**config.mk**
```make
export PLATFORM = sky130hd
export DESIGN_NAME = input_pad_stream
export DESIGN_NICKNAME = d
export VERILOG_FILES = /design/src/rtl/input_pad_stream.sv
export SDC_FILE = /design/constraint.sdc
export NUM_CORES = 1
export LEC_CHECK = 0
export BUFFER_PORTS_ARGS = -buffer_cell sky130_fd_sc_hd__buf_2
export CAP_MARGIN = 0
export CORE_MARGIN = 2
export CORE_UTILIZATION = 30
export CTS_BUF_LIST = sky130_fd_sc_hd__clkbuf_2
export DETAILED_ROUTE_END_ITERATION = 6
export GPL_TIMING_DRIVEN = 0
export HOLD_SLACK_MARGIN = 0.15
export PLACE_DENSITY_LB_ADDON = 0.08
export SLEW_MARGIN = 20
export SYNTH_ARGS = -nofsm -noshare
export SYNTH_HDL_FRONTEND = slang
export SYNTH_SLANG_ARGS = --single-unit
```
**constraint.sdc**
```tcl
create_clock -name clk -period 2.34 [get_ports clk]
set_clock_uncertainty 0.15 [all_clocks]
set_input_delay 0.468 -clock clk [delete_from_list [all_inputs] [get_ports clk]]
set_output_delay 0.468 -clock clk [all_outputs]
set_load 0.05 [all_outputs]
```
**src/rtl/input_pad_stream.sv**
```systemverilog
// ----------------------------------------------------------------------------
// input_pad_stream
//   Streaming input padder. Accepts one CHANNELS-wide pixel per beat in raster
//   order and emits a frame padded on the right and bottom up to the next
//   multiple of FILTER_SIZE. Pad pixels are either a constant (PAD_MODE=0) or
//   a replica of the nearest edge pixel (PAD_MODE=1). No frame storage: one
//   edge register plus one line buffer (last input row) in replicate mode.
//
// Ports
//   clk        : clock, all state on posedge
//   reset      : asynchronous active-low reset
//   en         : starts a frame from IDLE; low mid-frame pauses everything
//   in_valid   : input beat valid
//   in_ready   : input beat accepted when in_valid & in_ready
//   in_data    : input pixel, lane c = in_data[c*DATA_W +: DATA_W]
//   out_valid  : output beat valid
//   out_ready  : downstream accept
//   out_data   : output pixel (registered)
//   out_eol    : output beat is the last column of a row
//   out_eof    : output beat is the last beat of the frame
//   busy       : FSM not IDLE
//   frame_done : one-cycle pulse after the final beat handshakes
// ----------------------------------------------------------------------------
module input_pad_stream #(
  parameter int                DATA_W      = 32,
  parameter int                IN_W        = 7,
  parameter int                IN_H        = 7,
  parameter int                FILTER_SIZE = 3,
  parameter int                CHANNELS    = 1,
  parameter int                PAD_MODE    = 0,
  parameter logic [DATA_W-1:0] PAD_VALUE   = '0
) (
  input  logic                         clk,
  input  logic                         reset,
  input  logic                         en,
  input  logic                         in_valid,
  output logic                         in_ready,
  input  logic [CHANNELS*DATA_W-1:0]   in_data,
  output logic                         out_valid,
  input  logic                         out_ready,
  output logic [CHANNELS*DATA_W-1:0]   out_data,
  output logic                         out_eol,
  output logic                         out_eof,
  output logic                         busy,
  output logic                         frame_done
);

  localparam int OUT_W = IN_W + ((FILTER_SIZE - (IN_W % FILTER_SIZE)) % FILTER_SIZE);
  localparam int OUT_H = IN_H + ((FILTER_SIZE - (IN_H % FILTER_SIZE)) % FILTER_SIZE);
  localparam int PIX_W = CHANNELS * DATA_W;
  localparam int COL_W = $clog2(OUT_W + 1);
  localparam int ROW_W = $clog2(OUT_H + 1);
  localparam int LB_AW = (OUT_W > 1) ? $clog2(OUT_W) : 1;

  localparam logic [COL_W-1:0] IN_W_M1  = COL_W'(IN_W - 1);
  localparam logic [COL_W-1:0] OUT_W_M1 = COL_W'(OUT_W - 1);
  localparam logic [ROW_W-1:0] IN_H_M1  = ROW_W'(IN_H - 1);
  localparam logic [ROW_W-1:0] OUT_H_M1 = ROW_W'(OUT_H - 1);

  localparam logic [2:0] S_IDLE    = 3'd0;
  localparam logic [2:0] S_PASS    = 3'd1;
  localparam logic [2:0] S_PAD_COL = 3'd2;
  localparam logic [2:0] S_PAD_ROW = 3'd3;
  localparam logic [2:0] S_DRAIN   = 3'd4;

  logic [2:0]       r_state;
  logic [ROW_W-1:0] r_row;
  logic [COL_W-1:0] r_col;
  logic             r_out_valid;
  logic [PIX_W-1:0] r_out_data;
  logic             r_out_eol;
  logic             r_out_eof;
  logic             r_frame_done;

  logic             w_adv;
  logic             w_out_fire;
  logic             w_in_ready;
  logic             w_in_fire;
  logic             w_eol;
  logic             w_eof;
  logic [PIX_W-1:0] w_pad_const;
  logic [PIX_W-1:0] w_pad_col;
  logic [PIX_W-1:0] w_pad_row;
  logic [LB_AW-1:0] w_lb_idx;

  logic [2:0]       w_state_nxt;
  logic [ROW_W-1:0] w_row_nxt;
  logic [COL_W-1:0] w_col_nxt;
  logic             w_load;
  logic [PIX_W-1:0] w_load_data;
  logic             w_done;

  logic [2:0]       w_eor_state;
  logic [ROW_W-1:0] w_eor_row;

  // The output register may take a new beat only when empty or being drained,
  // and never while paused.
  assign w_adv       = (~r_out_valid | out_ready) & en;
  assign w_out_fire  = r_out_valid & out_ready & en;
  assign w_in_ready  = (r_state == S_PASS) & w_adv;
  assign w_in_fire   = in_valid & w_in_ready;
  assign w_eol       = (r_col == OUT_W_M1);
  assign w_eof       = w_eol & (r_row == OUT_H_M1);
  assign w_pad_const = {CHANNELS{PAD_VALUE}};
  assign w_lb_idx    = r_col[LB_AW-1:0];

  generate
    if (PAD_MODE == 1) begin : g_replicate
      logic [PIX_W-1:0] r_edge;
      logic [PIX_W-1:0] r_line_buf [OUT_W];

      // Edge register: last accepted pixel, replicated across the pad columns.
      always_ff @(posedge clk or negedge reset) begin
        if (!reset) begin
          r_edge <= '0;
        end else if (w_in_fire) begin
          r_edge <= in_data;
        end
      end

      // Line buffer captures every emitted beat of the last input row, pad
      // columns included, so pad rows can replay it column by column.
      always_ff @(posedge clk) begin
        if (w_load && (r_row == IN_H_M1) &&
            ((r_state == S_PASS) || (r_state == S_PAD_COL))) begin
          r_line_buf[w_lb_idx] <= w_load_data;
        end
      end

      assign w_pad_col = r_edge;
      assign w_pad_row = r_line_buf[w_lb_idx];
    end else begin : g_constant
      assign w_pad_col = w_pad_const;
      assign w_pad_row = w_pad_const;
    end
  endgenerate

  // Where the FSM goes after the last column of a row has been emitted.
  always_comb begin
    w_eor_state = S_DRAIN;
    w_eor_row   = r_row;
    if (r_row != IN_H_M1) begin
      w_eor_state = S_PASS;
      w_eor_row   = r_row + ROW_W'(1);
    end else if (OUT_H > IN_H) begin
      w_eor_state = S_PAD_ROW;
      w_eor_row   = r_row + ROW_W'(1);
    end else begin
      w_eor_state = S_DRAIN;
      w_eor_row   = r_row;
    end
  end

  // FSM next-state, counter update and output-register load selection.
  always_comb begin
    w_state_nxt = r_state;
    w_row_nxt   = r_row;
    w_col_nxt   = r_col;
    w_load      = 1'b0;
    w_load_data = r_out_data;
    w_done      = 1'b0;
    case (r_state)
      S_IDLE: begin
        if (en) begin
          w_state_nxt = S_PASS;
          w_row_nxt   = '0;
          w_col_nxt   = '0;
        end else begin
          w_state_nxt = S_IDLE;
        end
      end
      S_PASS: begin
        if (w_in_fire) begin
          w_load      = 1'b1;
          w_load_data = in_data;
          if (r_col == IN_W_M1) begin
            if (OUT_W > IN_W) begin
              w_state_nxt = S_PAD_COL;
              w_col_nxt   = r_col + COL_W'(1);
            end else begin
              w_state_nxt = w_eor_state;
              w_row_nxt   = w_eor_row;
              w_col_nxt   = '0;
            end
          end else begin
            w_col_nxt = r_col + COL_W'(1);
          end
        end else begin
          w_load = 1'b0;
        end
      end
      S_PAD_COL: begin
        if (w_adv) begin
          w_load      = 1'b1;
          w_load_data = w_pad_col;
          if (r_col == OUT_W_M1) begin
            w_state_nxt = w_eor_state;
            w_row_nxt   = w_eor_row;
            w_col_nxt   = '0;
          end else begin
            w_col_nxt = r_col + COL_W'(1);
          end
        end else begin
          w_load = 1'b0;
        end
      end
      S_PAD_ROW: begin
        if (w_adv) begin
          w_load      = 1'b1;
          w_load_data = w_pad_row;
          if (r_col == OUT_W_M1) begin
            w_col_nxt = '0;
            if (r_row == OUT_H_M1) begin
              w_state_nxt = S_DRAIN;
            end else begin
              w_row_nxt = r_row + ROW_W'(1);
            end
          end else begin
            w_col_nxt = r_col + COL_W'(1);
          end
        end else begin
          w_load = 1'b0;
        end
      end
      S_DRAIN: begin
        // Only the final (eof) beat can be sitting in the output register here.
        if (w_out_fire && r_out_eof) begin
          w_state_nxt = S_IDLE;
          w_done      = 1'b1;
        end else begin
          w_state_nxt = S_DRAIN;
        end
      end
      default: begin
        w_state_nxt = S_IDLE;
      end
    endcase
  end

  // FSM state and row/column counters.
  always_ff @(posedge clk or negedge reset) begin
    if (!reset) begin
      r_state      <= S_IDLE;
      r_row        <= '0;
      r_col        <= '0;
      r_frame_done <= 1'b0;
    end else begin
      r_state      <= w_state_nxt;
      r_row        <= w_row_nxt;
      r_col        <= w_col_nxt;
      r_frame_done <= w_done;
    end
  end

  // Output register: holds its beat stable until it can advance.
  always_ff @(posedge clk or negedge reset) begin
    if (!reset) begin
      r_out_valid <= 1'b0;
      r_out_data  <= '0;
      r_out_eol   <= 1'b0;
      r_out_eof   <= 1'b0;
    end else if (w_adv) begin
      r_out_valid <= w_load;
      if (w_load) begin
        r_out_data <= w_load_data;
        r_out_eol  <= w_eol;
        r_out_eof  <= w_eof;
      end
    end
  end

  assign in_ready   = w_in_ready;
  assign out_valid  = r_out_valid;
  assign out_data   = r_out_data;
  assign out_eol    = r_out_eol;
  assign out_eof    = r_out_eof;
  assign busy       = (r_state != S_IDLE);
  assign frame_done = r_frame_done;

endmodule

```
---- After elaboration in Yosys (flattened, before gate mapping) ----
Index checks and enable logic that the tools add are counted.
storage, ports and cells
  register bits after elaboration ......... 47
  output and inout bits ................... 38
  logic and storage cells ................. 77
operators by class
  $add $sub $neg .......................... 2
  equality and inequality tests ........... 18
  muxes and demuxes ....................... 29
  bitwise logic cells ..................... 8
  reductions and logical operators ........ 12
operators with widths
  kind                 count
  $pmux 32 s2          1
  $mux 4               9
  $mux 32              1
  $mux 3               8
  $pmux 4 s3           2
  $ne 2x2->1 const B   8
  $pmux 3 s5           1
  $reduce_and 7->1     2
  $reduce_bool 3->1    3
  $add 4x1->4 const B  2
  $eq 4x4->1 const B   2
  $reduce_and 4->1     2
  $and 1x1->1          6
  $eq 3x2->1 const B   2
  $mux 1               5
  $eq 4x3->1 const B   1
  $ne 2x1->1 const B   2
  $ne 4x3->1 const B   1
  $eq 3x1->1 const B   1
  $eq 3x3->1 const B   1
  $logic_not 3->1      1
  $mux 2               1
  $pmux 1 s2           1
  $reduce_and 2->1     1
  5 further kinds      5

---- Longest topological paths before layout ----
Gate-level depths: netlist of the first run.
  depth after elaboration ................. 8
  mapped depth ............................ 7
  mapped depth without buffers ............ 7

---- Worst setup path after synthesis of the first run ----
No wires, ideal clock.
  path type ............................... register -> output
  start point ............................. reg r_out_valid (netlist: out_valid)
  end point ............................... out in_ready
  arrival ................................. 1913 ps
  required time ........................... 1722 ps
  setup slack ............................. -191 ps
  cell stages (with the launch flop) ...... 4
  path buffers ............................ 0
  cells stage by stage .................... dfrtp_1 -> nand2b_4 -> nand2_2 -> nor3_1
on the way
  cells in the longest elaborated chain, start to end .. 4
ends and longest elaborated chain
  element                 line  source
  start, declared         69    logic r_out_valid;
  start signal, assigned  263   r_out_valid <= w_load;
  $not 1->1               98    assign w_adv = (~r_out_valid | out_ready) & en;
  $or 1x1->1              98
  $and 1x1->1             98
  $and 1x1->1             100   assign w_in_ready = (r_state == S_PASS) & w_adv;
  end, declared           37    output logic in_ready,
Every way passes these cells.

---- Final worst setup path of the first run ----
  start point ............................. reg r_state[0]
  end point ............................... out busy
on the way
  cells in the longest elaborated chain, start to end .. 1
ends and longest elaborated chain
  element                 line  source
  start, declared         66    logic [2:0] r_state;
  start signal, assigned  248   r_state <= w_state_nxt;
  $reduce_bool 3->1       277   assign busy = (r_state != S_IDLE);
  end, declared           44    output logic busy,
Every way passes these cells.

==> run metrics, run 1 <==
Sum Neg Setup Slack 0 ps; global-route wire length before repair 9.97 mm; Synth Flop Type dfrtp_1; DRT Pass-1 Iters 4; RD Place Congestion 0.710; Die Width 91.6 µm; Fin. Hold Viols 0; CTS Sinks 47; Std-Cell Rows 31; GRT Residual Overflow 0; crit-path max FO 10; pre-CTS setup slack 363 ps; synthesis-stage register bit count 47; Leakage 1.75 nW; root buf cell clkbuf_2; final worst path period need 2220 ps; worst-margin pin slew 630 ps; Post-Syn Instances 250; CTS tree yes; status finished, final reports clean; Final Max Slew Viols 0; Fillers 779; detailed-placement wirelength estimate 4.06 mm; CP Launch Type flip-flop; initial DRC count 75; ant diodes 0; Achievable Freq 451 MHz; final worst setup slack 120 ps; Num CTS Buffers 5; Period Utilization, post-route 0.949; Final Hold Slack 201 ps; Max-cap violations 0; number of primary I/O pins 75; gr usage total 0.147; sequential share of the synthesized area 0.511; antenna violations before repair 0; Setup Viol. Count Final 0; post-synth net total 293; Slew headroom 0.580; H-tree lvl count 2; crit path DAT 1600 ps; drt drc 0; Final #Nets 409; Post-synth ARST share 1.00; clk slew on worst S/H paths 240 ps; pwr dens 1110 nW/µm²; Unique masters post-synth 46; Buffers on Ports 74; fraction of layout cells with a size suffix above 1 0.300; die area 8380 µm²; Worst VDD drop 0.000298 V; R2R setup slack 350 ps; kind of critical path flip-flop to output port; vias per cell 4.45; Starting Density 0.314; Post-synth EDFFs 0; Synthesis Warnings 0; syn avg cell area 9.20 µm²; synthesis-to-layout area growth 39.4%; number of global-route vias before repair 2,099; largest net degree at the start of global routing 48; Clock Latency Late Sink 420 ps; Max Root-Sink Buffers 2; DIE HEIGHT 91.6 µm; WL final 5.94 mm; Post-DRT Antenna Nets 0; Critical Path RT 1720 ps; HP Class primary input to flip-flop; post-synthesis cell area 2300 µm²; unrepaired setup endpoints after global routing false; DR WL/cell 12.8 µm; core area 7330 µm²; Critical Path Sink Type output port; Vias 2,074
==> cells by family (layout without fill, tap and decap cells) <==
family,Yosys count,count (layout),synth area share
AND/OR/NAND/NOR,150,150,0.310
flip-flops,47,47,0.511
adder cells (fa/ha/maj),6,6,0.0326
AO/OA/AOI/OAI,24,24,0.0887
buffers and inverters,21,138,0.0495
XOR/XNOR,2,2,0.00762
==> per-stage QoR <==
stage               power, W  cells  cell area, µm²  utilization
floorplan            0.00269    250            2300            -
global placement     0.00316    423            2800        0.382
detailed placement   0.00317    423            2800        0.382
CTS                  0.00358    466            3200        0.436
global route         0.00383    466            3210        0.437
finish               0.00355    466            3210        0.437
==> cells in the mapped netlist, types with 3 or more instances <==
| library cell | count | area share |
|---|---|---|
| nand2_1 | 76 | 0.12 |
| dfrtp_1 | 47 | 0.51 |
| nand3_1 | 35 | 0.076 |
| nor2_1 | 11 | 0.018 |
| buf_2 | 7 | 0.015 |
| ha_1 | 6 | 0.033 |
| inv_1 | 6 | 0.0098 |
| o21ai_1 | 4 | 0.0087 |
| a21o_1 | 3 | 0.0098 |
| a21oi_1 | 3 | 0.0065 |
| buf_6 | 3 | 0.015 |
| clkbuf_1 | 3 | 0.0049 |
| nand2_2 | 3 | 0.0082 |
| nor3_1 | 3 | 0.0065 |
==> registers in the layout, summed over array words and instances, names as in the netlist <==
| name | flops |
|---|---|
| frame_done | 1 |
| out_data | 32 |
| out_eof | 1 |
| out_eol | 1 |
| out_valid | 1 |
| r_col | 4 |
| r_row | 4 |
| r_state | 3 |
==> metal layers <==
layer  up-vias  share of wire  global-route usage
li1       1071              -                   -
met3         8          0.049              0.0307
met4         0          0.015              0.0429
met1       936           0.47               0.185
met2        59           0.47               0.252
met5         -              0                   0
==> timing repair <==
| item | CTS | global route |
|---|---|---|
| endpoints found under the setup margin | 1 | 1 |
| endpoints found under the hold margin | 81 | 0 |
| hold buffers | 34 | 0 |
| gates resized for setup | 3 | 1 |
| setup buffers | 1 | 1 |
==> layout by cell type, fill, tap and decap left out, types with 4 or more instances in the layout <==
master and n:
buf_2 78, buf_6 4, ha_1 6, nor2_1 11
nand3_1 35, o21ai_1 4, dlygate4sd3_1 34, nand2_1 76
buf_4 4, dfrtp_1 46, inv_1 6, clkbuf_2 6
==> final timing paths <==
kind                       depth (start not counted)        start      endpoint
max                                                3   r_state[0]          busy
min                                                3           en    frame_done
max reg2reg                                        7     r_col[0]    r_state[0]
min reg2reg                                        2  out_data[7]   out_data[7]
max in group asynchronous                          2        reset    r_state[2]
min in group asynchronous                          2        reset  out_data[23]
==> final cells by class <==
cell class / instances / area [µm²] / share of cell area
well taps: 99 / 124 / 0.0386
multi-input cells: 182 / 1020 / 0.318
clock buffers: 6 / 30.0 / 0.00936
clock inverters: 2 / 12.5 / 0.00390
inverters: 7 / 26.3 / 0.00819
flip-flops and latches: 47 / 1180 / 0.367
plain buffers: 13 / 82.6 / 0.0258
repair buffers: 110 / 734 / 0.229
==> where the power goes <==
group	internal (W)	total, W	switching (W)
Sequential	0.00106	0.00124	0.000177
Clock	0.0000761	0.000346	0.000270
Combinational	0.000580	0.00196	0.00138
==> worst max-delay path, stage by stage (launching register included) <==
cell	delay [ps]
dfrtp_1	470
buf_2	190
or3_4	350
buf_6	160
Note: power is estimated with default switching activity, not from simulation.
==> inputs of run 2 (changes only) <==
--- a/config.mk
+++ b/config.mk
@@ -8,7 +8,7 @@
 export BUFFER_PORTS_ARGS = -buffer_cell sky130_fd_sc_hd__buf_2
 export CAP_MARGIN = 0
 export CORE_MARGIN = 2
-export CORE_UTILIZATION = 30
+export CORE_UTILIZATION = 50
 export CTS_BUF_LIST = sky130_fd_sc_hd__clkbuf_2
 export DETAILED_ROUTE_END_ITERATION = 6
 export GPL_TIMING_DRIVEN = 0
==> run 2 against run 1 <==
Sequential share of layout area increased by 0.70 points. Cell count decreased by 10%. Total power decreased by 0.18%.
==> run metrics, run 2 (synthesis results as in run 1) <==
status finished, final reports clean (unchanged); Final #Nets 409 (unchanged); fraction of layout cells with a size suffix above 1 0.300 (unchanged); Design Power 0.00354 W (was 0.00355 W); crit path DAT 1660 ps (was 1600 ps); detailed-placement wirelength estimate 3.53 mm (was 4.06 mm); final worst path period need 2270 ps (was 2220 ps); Die Width 71.8 µm (was 91.6 µm); commonest cells after routing, fill and taps aside buf_2 (79), nand2_1 (76), dfrtp_1 (46), nand3_1 (35), dlygate4sd3_1 (34) (was buf_2 (78), nand2_1 (76), dfrtp_1 (46), nand3_1 (35), dlygate4sd3_1 (34)); Sum Neg Setup Slack 0 ps (unchanged); Final Max Slew Viols 0 (unchanged); worst setup path start r_state[1] (was r_state[0]); ant diodes 0 (unchanged); RD Place Congestion 0.798 (was 0.710); gr usage total 0.224 (was 0.147); depth of the worst hold-timing path 3 (unchanged); worst r2r src r_col[0] (unchanged); pwr dens 1130 nW/µm² (was 1110 nW/µm²); global-route wire length before repair 9.09 mm (was 9.97 mm); root buf cell clkbuf_2 (unchanged); DIE HEIGHT 71.8 µm (was 91.6 µm); reg2reg end r_state[0] (unchanged); final design utilization 0.718 (was 0.437); number of primary I/O pins 75 (unchanged); Max-cap violations 0 (unchanged); Num CTS Buffers 5 (unchanged); Period Utilization, post-route 0.971 (was 0.949); worst-case reg-to-reg path depth 7 (unchanged); Worst VDD drop 0.000609 V (was 0.000298 V); vias per cell 5.07 (was 4.45); pre-CTS setup slack 407 ps (was 363 ps); Critical Path RT 1720 ps (about the same); CTS tree yes (unchanged); synthesis-to-layout area growth 36.8% (was 39.4%); Leakage 1.75 nW (about the same); worst-margin pin slew 587 ps (was 630 ps); H-tree lvl count 2 (unchanged); largest net degree at the start of global routing 48 (unchanged); DR WL/cell 13.1 µm (was 12.8 µm); Std-Cell Rows 24 (was 31); HP Class primary input to flip-flop (unchanged); Setup Viol. Count Final 0 (unchanged); Starting Density 0.525 (was 0.314); HP Start out_ready (was en); WL final 5.47 mm (was 5.94 mm); CTS Sinks 47 (unchanged); commonest non-fill, non-tap cell in the layout buf_2 (unchanged); max reg flops 32 (unchanged); drt drc 0 (unchanged); Fin. Hold Viols 0 (unchanged); initial DRC count 81 (was 75); Vias 2,124 (was 2,074); number of global-route vias before repair 1,980 (was 2,099); crit-path max FO 10 (unchanged); kind of critical path flip-flop to output port (unchanged); GRT Residual Overflow 0 (unchanged); clk slew on worst S/H paths 250 ps (was 240 ps); DRT Pass-1 Iters 6 (was 4); CP Launch Type flip-flop (unchanged); hold path endpoint frame_done (unchanged); core area 4380 µm² (was 7330 µm²); R2R setup slack 370 ps (was 350 ps); Buffers on Ports 74 (unchanged); Achievable Freq 440 MHz (was 451 MHz); final worst setup slack 66.9 ps (was 120 ps); Slew headroom 0.609 (was 0.580); Max Root-Sink Buffers 2 (unchanged); Post-DRT Antenna Nets 0 (unchanged); Critical Path Sink Type output port (unchanged); antenna violations before repair 0 (unchanged); Clock Latency Late Sink 440 ps (was 420 ps); die area 5160 µm² (was 8380 µm²)
## run 2: cell count changes in the layout (fill, tap and decap cells not counted), sizes merged
cell	before	now
clkbuf	9	8
clkinv	1	2
inv	7	8
clkinvlp	1	0
## run 2: cell type report
| class | instances | area, µm² |
|---|---|---|
| flip-flops and latches | 47 | 1180 |
| plain buffers | 14 | 87.6 |
| clock buffers | 5 | 25.0 |
| fillers | 330 | 1240 |
| clock inverters | 3 | 18.8 |
| inverters | 7 | 26.3 |
| multi-input cells | 182 | 1020 |
| well taps | 52 | 65.1 |
| repair buffers | 109 | 727 |
## run 2: how the worst max path moves through the flow
stage / to / slack, ps / depth (start not counted)
detailed placement: r_state[0] / 410 / 7
floorplan: in_ready / 230 / 3
CTS: busy / 8 / 3
global placement: busy / 410 / 3
global route: busy / -7 / 3
finish: busy / 70 / 3
## run 2: layer usage
| layer | vias up | wire (µm) | global-route usage |
|---|---|---|---|
| met5 | - | 0 | 0 |
| met4 | 0 | 53 | 0.0797 |
| met3 | 5 | 310 | 0.0366 |
| met2 | 60 | 2680 | 0.365 |
| met1 | 993 | 2430 | 0.306 |
| li1 | 1066 | - | - |
## run 2: worst max-delay path: stages, from the launching register on
cell     delay [ps]
dfrtp_1         460
buf_2           200
or3_4           400
buf_6           160
## run 2: where the power goes
part           leakage [nW]  switching [W]  internal, W
Combinational          1.09        0.00137     0.000571
Sequential            0.627       0.000183      0.00106
Clock                0.0331       0.000279    0.0000747
Total                  1.75        0.00183      0.00171
## run 2: repair_timing
| action | in CTS | in global routing |
|---|---|---|
| gates cloned | 0 | 0 |
| setup endpoints to repair | 1 | 1 |
| pin swaps | 0 | 0 |
| resized for setup | 2 | 2 |
| setup buffers | 1 | 0 |
| hold endpoints to repair | 80 | 0 |
| hold buffers | 34 | 0 |
## run 2: through the flow
stage,std cells,instance area (µm²),hold slack (ps)
final,419,3150,190
after global routing,419,3150,194
after CTS,419,3140,181
after detailed placement,376,2740,301
after global placement,376,2740,294
after floorplan,250,2300,22.4
